--- src/rtl/rotary_pkg.sv ---
// Shared types and Gray-code tables for the rotary quadrature generator.
package rotary_pkg;

  typedef enum logic [1:0] {
    IDLE,
    RUN,
    ZERO
  } state_t;

  localparam logic [1:0] QUAD_REST = 2'b00;

  // Index 0 is the first state after rest; index 3 is the rest state itself.
  localparam logic [1:0] CW_SEQ  [4] = '{2'b01, 2'b11, 2'b10, 2'b00};
  localparam logic [1:0] CCW_SEQ [4] = '{2'b10, 2'b11, 2'b01, 2'b00};

  function automatic logic [1:0] gray_at(input logic dir, input logic [1:0] ph);
    return dir ? CW_SEQ[ph] : CCW_SEQ[ph];
  endfunction

endpackage

--- src/rtl/quadrature_gen_phase_timer.sv ---
// Dwell down-counter: load starts a PHASE_CYCLES-long hold, expire marks its last cycle.
module phase_timer #(
  parameter int unsigned PHASE_CYCLES = 16
) (
  input  logic clk,
  input  logic rst_n,
  input  logic load,
  output logic expire
);

  localparam int unsigned    DW     = $clog2(PHASE_CYCLES + 1);
  localparam logic [DW-1:0]  RELOAD = DW'(PHASE_CYCLES - 1);

  logic [DW-1:0] cnt;

  always_ff @(posedge clk or negedge rst_n) begin
    if (!rst_n) begin
      cnt <= '0;
    end else if (load) begin
      cnt <= RELOAD;
    end else if (cnt != '0) begin
      cnt <= cnt - DW'(1);
    end
  end

  assign expire = (cnt == '0);

endmodule

--- src/rtl/quadrature_gen.sv ---
// Detented rotary-encoder emulator: emits CW/CCW Gray-code detents on quad_out per step command.
module quadrature_gen
  import rotary_pkg::*;
#(
  parameter int unsigned PHASE_CYCLES = 16,
  parameter int unsigned CNT_W        = 8
) (
  input  logic             clk,
  input  logic             rst_n,
  input  logic             cmd_valid,
  output logic             cmd_ready,
  input  logic             cmd_dir,
  input  logic [CNT_W-1:0] cmd_count,
  input  logic             abort,
  output logic [1:0]       quad_out,
  output logic             busy,
  output logic             step_done,
  output logic             cmd_done,
  output logic [7:0]       gen_pos
);

  state_t           state, state_nxt;
  logic [1:0]       phase;
  logic [CNT_W-1:0] remaining;
  logic             dir_q;
  logic             abort_q;
  logic [1:0]       quad_q;
  logic [7:0]       pos_q;
  logic             step_q;

  logic expire, timer_load, accept, phase_end, detent_end, last_detent;

  phase_timer #(.PHASE_CYCLES(PHASE_CYCLES)) u_timer (
    .clk    (clk),
    .rst_n  (rst_n),
    .load   (timer_load),
    .expire (expire)
  );

  assign accept      = cmd_valid && (state == IDLE);
  assign phase_end   = (state == RUN) && expire;
  assign detent_end  = phase_end && (phase == 2'd3);
  assign last_detent = (remaining <= CNT_W'(1)) || abort_q;
  // Reload on every phase boundary except the one that ends the command.
  assign timer_load  = (accept && (cmd_count != '0)) ||
                       (phase_end && !(detent_end && last_detent));

  always_ff @(posedge clk or negedge rst_n) begin
    if (!rst_n) state <= IDLE;
    else        state <= state_nxt;
  end

  always_comb begin
    state_nxt = state;
    unique case (state)
      IDLE:    if (accept) state_nxt = (cmd_count == '0) ? ZERO : RUN;
      RUN:     if (detent_end && last_detent) state_nxt = IDLE;
      ZERO:    state_nxt = IDLE;
      default: state_nxt = IDLE;
    endcase
  end

  always_comb begin
    cmd_ready = (state == IDLE);
    busy      = (state != IDLE);
    cmd_done  = (state == ZERO) || (detent_end && last_detent);
  end

  always_ff @(posedge clk or negedge rst_n) begin
    if (!rst_n) begin
      phase     <= '0;
      remaining <= '0;
      dir_q     <= 1'b0;
      abort_q   <= 1'b0;
      quad_q    <= QUAD_REST;
      pos_q     <= '0;
      step_q    <= 1'b0;
    end else begin
      step_q <= 1'b0;
      if (accept) begin
        dir_q     <= cmd_dir;
        remaining <= cmd_count;
        abort_q   <= 1'b0;
        phase     <= '0;
        if (cmd_count != '0) quad_q <= gray_at(cmd_dir, 2'd0);
      end else if (busy && abort) begin
        abort_q <= 1'b1;
      end
      if (phase_end) begin
        if (phase == 2'd3) begin
          remaining <= remaining - CNT_W'(1);
          if (!last_detent) begin
            phase  <= '0;
            quad_q <= gray_at(dir_q, 2'd0);
          end
        end else begin
          phase  <= phase + 2'd1;
          quad_q <= gray_at(dir_q, phase + 2'd1);
          // Entering rest completes the detent; position tracks the decoder's count.
          if (phase == 2'd2) begin
            step_q <= 1'b1;
            pos_q  <= dir_q ? pos_q + 8'd1 : pos_q - 8'd1;
          end
        end
      end
    end
  end

  assign quad_out  = quad_q;
  assign step_done = step_q;
  assign gen_pos   = pos_q;

endmodule

--- config.mk ---
export PLATFORM = sky130hd
export DESIGN_NAME = quadrature_gen
export DESIGN_NICKNAME = d
export VERILOG_FILES = /design/src/rtl/rotary_pkg.sv /design/src/rtl/quadrature_gen_phase_timer.sv /design/src/rtl/quadrature_gen.sv
export SDC_FILE = /design/constraint.sdc
export NUM_CORES = 1
export LEC_CHECK = 0
export CAP_MARGIN = 20
export CORE_MARGIN = 5
export CORE_UTILIZATION = 54
export DETAILED_ROUTE_END_ITERATION = 6
export HOLD_SLACK_MARGIN = 0.12
export PLACE_DENSITY_LB_ADDON = 0.3
export SLEW_MARGIN = 20
export SYNTH_ARGS = -nofsm -noshare
export SYNTH_HDL_FRONTEND = slang
export SYNTH_SLANG_ARGS = --single-unit
--- constraint.sdc ---
create_clock -name clk -period 2.6 [get_ports clk]
set_input_delay 0.78 -clock clk [delete_from_list [all_inputs] [get_ports clk]]
set_output_delay 0.78 -clock clk [all_outputs]
set_load 0.005 [all_outputs]
Word level (Yosys, flattened, before mapping)
Index checks and enable logic that the tools add are counted.

word-level totals
  output and inout bits = 14
  input port bits = 13
  logic and storage cells = 78
  bits in registers = 30

cells by class
  bitwise logic cells = 2
  eq/ne operators = 6
  magnitude comparators = 2
  reduce and logical (&&, ||, !) cells = 21
  muxes and demuxes = 33
  add/sub/neg operators = 5

operators with widths
  cell                   count
  $mux W2                19
  $mux W8                4
  $sub A8 B1 Y8 const B  2
  $mux W5                2
  $add A8 B1 Y8 const B  1
  $bmux W2 S2            2
  $le A8 B1 Y1 const B   1
  $logic_not A8 Y1       1
  $reduce_bool A8 Y1     1
  $logic_and A1 B1 Y1    7
  $eq A2 B2 Y1 const B   3
  $reduce_bool A2 Y1     3
  $logic_not A5 Y1       1
  $mux W1                5
  $reduce_bool A5 Y1     1
  $sub A5 B1 Y5 const B  1
  $ne A2 B1 Y1 const B   2
  $pmux W2 S2            1
  $ge A3 B3 Y1 const B   1
  $logic_or A1 B1 Y1     3
  $not A2 Y3             1
  $reduce_and A3 Y1      1
  $add A2 B1 Y2 const B  1
  $eq A2 B1 Y1 const B   1
  other kinds (4)        4

Longest topological paths before layout
  depth after elaboration = 8
  depth in mapped cells = 8
  depth with buffers taken out = 7

Hierarchy
A second synthesis with hierarchy kept.

unflattened totals
  cell total of the unflattened synthesis = 192
  area total of the unflattened synthesis = 1825.5 µm²

modules (own cells, without submodules)
  module          sequential area each (µm²)  instances  area an instance (µm²)  cells each
  quadrature_gen  625.6                       1          1572.8                  170
  phase_timer     125.1                       1          252.7                   22

Worst setup path before layout
OpenSTA, ideal clock, no wires.

  path kind = register to output
  from = reg remaining[0]
  to = out cmd_done
  buffers on the path = 0
  data required time = 1820 ps
  arrival = 1347 ps
  slack = 473 ps
  cell stages (with the launch flop) = 6
  cells stage by stage = dfrtp_1 > inv_1 > ha_1 > or2_2 > a31oi_1 > o22ai_1

on the way
  word-level cells in the longest chain between the ends = 4

ends and longest elaborated chain
  item                    line                  RTL
  from (decl)             quadrature_gen.sv:24  logic [CNT_W-1:0] remaining;
  from (signal assigned)  quadrature_gen.sv:82  remaining <= cmd_count;
  from (signal assigned)  quadrature_gen.sv:91  remaining <= remaining - CNT_W'(1);
  $le A8 B1 Y1            quadrature_gen.sv:43  assign last_detent = (remaining <= CNT_W'(1)) || abort_q;
  $logic_or A1 B1 Y1      quadrature_gen.sv:43
  $logic_and A1 B1 Y1     quadrature_gen.sv:66  cmd_done = (state == ZERO) || (detent_end && last_detent);
  $logic_or A1 B1 Y1      quadrature_gen.sv:66
  to (decl)               quadrature_gen.sv:18  output logic cmd_done,

Every way passes these cells.

Worst setup path after layout
Same ends and word-level chain as after synthesis.

==> flow_summary.toml <==
[status]
run_status = "complete, no violations"

[critical_path]
crit_buf_inv = 2
endpoint = "cmd_done"
cp_num_cells = 6
critPathMaxStageDelay_ns = 0.40
path_max_fanout = 3
rr_startpoint = "dir_q"
r2r_setup_slack_ns = 0.33
timing.rr.end = "gen_pos[7]"
slowest_stage = "dfrtp_1"
cp-start-kind = "register"
crit_chain = "inv_2, ha_1, or2_4, a31oi_4, o22ai_2, clkdlybuf4s15_1"
startpoint = "remaining[0]"
endpoint_kind = "output pin"
cp.arrival_ns = 1.71
crit_required_ns = 1.82
crit_type = "register to output pin"
crit_family = "flip-flops"
reg2regPathDepth = 7

[timing]
post-route-period-util = 0.956
fin_tns_setup_ns = 0
setup_violations = 0
clock.fmax_ghz = 0.402
slew_violations = 0
fin_skew_ns = 0.00537
setup_slack_ns = 0.113
min_period_ns = 2.49
worst_pin_slew_ns = 0.438
max_slew_margin = 0.705
hold_viol_final = 0
rsz0062_at_grt = "no"

[route]
wl_um = 4150
first_pass_iters = 4
remaining_drc_errors = 0
ant_nets = 0
wire_per_inst_um = 14.0
via_per_inst = 5.64
drt_first_iter_violations = 85
dr_total_vias = 1676

[die]
die_h_um = 69.5
start_util = 0.564
core_area_sq_um = 3390
die_area_sq_um = 4830
io_pins = 27
fp-row-count = 21
die_w_um = 69.5

[grt]
grt_first_pass_wirelength_um = 7120
grt_usage = 0.179
grt_overflow = 0
grt_pass1_vias = 1657
antenna_found_initial = 0
grt_max_degree = 31

[layout]
fin_nets = 277
fillers = 273
final_cells = 297
postLayoutCoreUtil = 0.707
antenna_cells = 0
layout-drive-gt1-share = 0.147
area_growth_pct = 25.2

[placement]
dp_hpwl_um = 3080
globalplace.congestion = 0.861
place_inst = 288
port_buffers = 26
pre_cts_ws_ns = 0.0761

[clock_network]
cts.path.max_buffers = 2
clock_sinks = 30
root_buffer = "clkbuf_4"
cts_buffers = 5
cts_tree = "built"
htree_num_levels = 2
clkSlewWorstSetupHoldPaths_ns = 0.09
worstSkewPairLatency_ns = 0.33

[pwr]
power.density_nw_per_um2 = 1020
pwr-share-seq = 0.346
internal_power_mw = 1.43
power_frac_comb = 0.537
finalPower_mw = 2.45
p_leak_nw = 1.03
peakVddDrop_uv = 515
power_switching_mw = 1.02
power_switching_share = 0.415
clkPwrFrac = 0.117

[logic_synthesis]
ys.flop_type = "dfrtp_1"
post_synth_num_cell_types = 50
synth_top_area_frac = 0.392
seq_area_frac_synth = 0.392
yosysWarnings = 0
syn_inst = 209
synth_area_leader_cell = "dfrtp_1"
syn_avg_cell_area_sq_um = 9.15
synth.area.top_cells = "dfrtp_1, ha_1, nand2_1"
ys_ff_latch = 30
synthArstFlopShare = 1.00
synth_nets = 236
synth_edf_count = 0
syn_area_sq_um = 1910

[flow_run]
cap_violations = 0

[hold_path]
min_path_type = "register to register"
==> placed cells by master, fill, tap and decap left out, types with 3 or more instances in the layout <==
| cell | count |
|---|---|
| clkdlybuf4s50_1 | 25 |
| buf_4 | 13 |
| and3_1 | 4 |
| dfrtp_1 | 30 |
| o22ai_1 | 3 |
| nand3_1 | 5 |
| xnor2_1 | 6 |
| nand2b_1 | 3 |
| a211oi_1 | 3 |
| o21ai_0 | 15 |
| nor2_1 | 16 |
| clkbuf_4 | 5 |
| nand2_1 | 24 |
| inv_1 | 11 |
| nor3_1 | 7 |
| xor2_1 | 3 |
| a21oi_1 | 14 |
| ha_1 | 13 |
| a311oi_1 | 3 |
==> synthesized netlist by cell type, drive strengths merged (4+ instances only) <==
cell / number
a21oi: 15
and3: 4
dfrtp: 30
ha: 13
inv: 13
nand2: 24
nand3: 6
nor2: 16
nor3: 7
o21ai: 15
o22ai: 4
xnor2: 6
==> layout make-up <==
cell class / count / area, sq um / area share
clock buffers: 7 / 55.1 / 0.0230
well taps: 46 / 57.6 / 0.0240
repair buffers: 39 / 358 / 0.149
flip-flops and latches: 30 / 751 / 0.313
clock inverters: 1 / 5.00 / 0.00209
inverters: 13 / 48.8 / 0.0204
multi-input cells: 161 / 1120 / 0.468
==> worst min-delay path by stage <==
stage	end	depth (start not counted)	from
floorplan	remaining[7]	1	remaining[7]
global placement	remaining[7]	1	remaining[7]
detailed placement	gen_pos[5]	2	gen_pos[5]
CTS	remaining[7]	1	remaining[7]
global route	gen_pos[4]	2	gen_pos[4]
finish	gen_pos[5]	2	gen_pos[5]
==> per-layer routing <==
metal / vias up / share of wire / track usage
li1: 840 / - / -
met1: 790 / 0.46 / 0.222
met2: 41 / 0.49 / 0.303
met3: 5 / 0.043 / 0.0406
met4: 0 / 0.0096 / 0.0629
met5: - / 0 / 0
==> flip-flops by register name, indices dropped and copies added, names as in the netlist <==
signal / count
phase: 2
remaining: 8
abort_q: 1
u_timer.cnt: 5
step_done: 1
state: 2
quad_out: 2
gen_pos: 8
dir_q: 1
==> worst reg2reg max path, delay by kind of cell, from the launching register on <==
family / cells / cell delay, ns
buffers and inverters: 1 / 0.33
adders and majority gates: 1 / 0.33
DFF: 1 / 0.42
AOI/OAI and AO/OA: 2 / 0.41
and+or+nand+nor: 3 / 0.72
==> cell families (layout without fill, tap and decap cells) <==
kind of cell	Yosys count	after routing	synth area share
AND/OR/NAND/NOR	78	78	0.218
AO/OA/AOI/OAI	57	57	0.199
flip-flops	30	30	0.392
buffers and inverters	18	60	0.0379
adder cells (fa/ha/maj)	14	14	0.0955
XOR/XNOR	9	9	0.0412
multiplexers	3	3	0.0164
==> timing repair <==
action,CTS,global route
cloned,0,0
endpoints found under the setup margin,1,1
gates resized for setup,2,7
setup buffers,1,0
hold buffers,0,0
pin swaps,1,0
==> power by group through the flow <==
stage                     logic (mW)  clock network (mW)  registers [mW]
after floorplan                0.871                   0           0.816
after global placement          1.24                   0           0.836
after detailed placement        1.27                   0           0.843
after CTS                       1.29               0.298           0.835
after global routing            1.49               0.323           0.878
final                           1.32               0.287           0.846
==> metrics by stage <==
step | area [sq um] | hold slack [ns]
2_1_floorplan | 1910 | 0.461
3_3_place_gp | 2300 | 0.493
3_5_place_dp | 2300 | 0.507
4_1_cts | 2370 | 0.519
5_1_grt | 2390 | 0.545
6_report | 2390 | 0.519
Power figures use the tool's default switching activity.
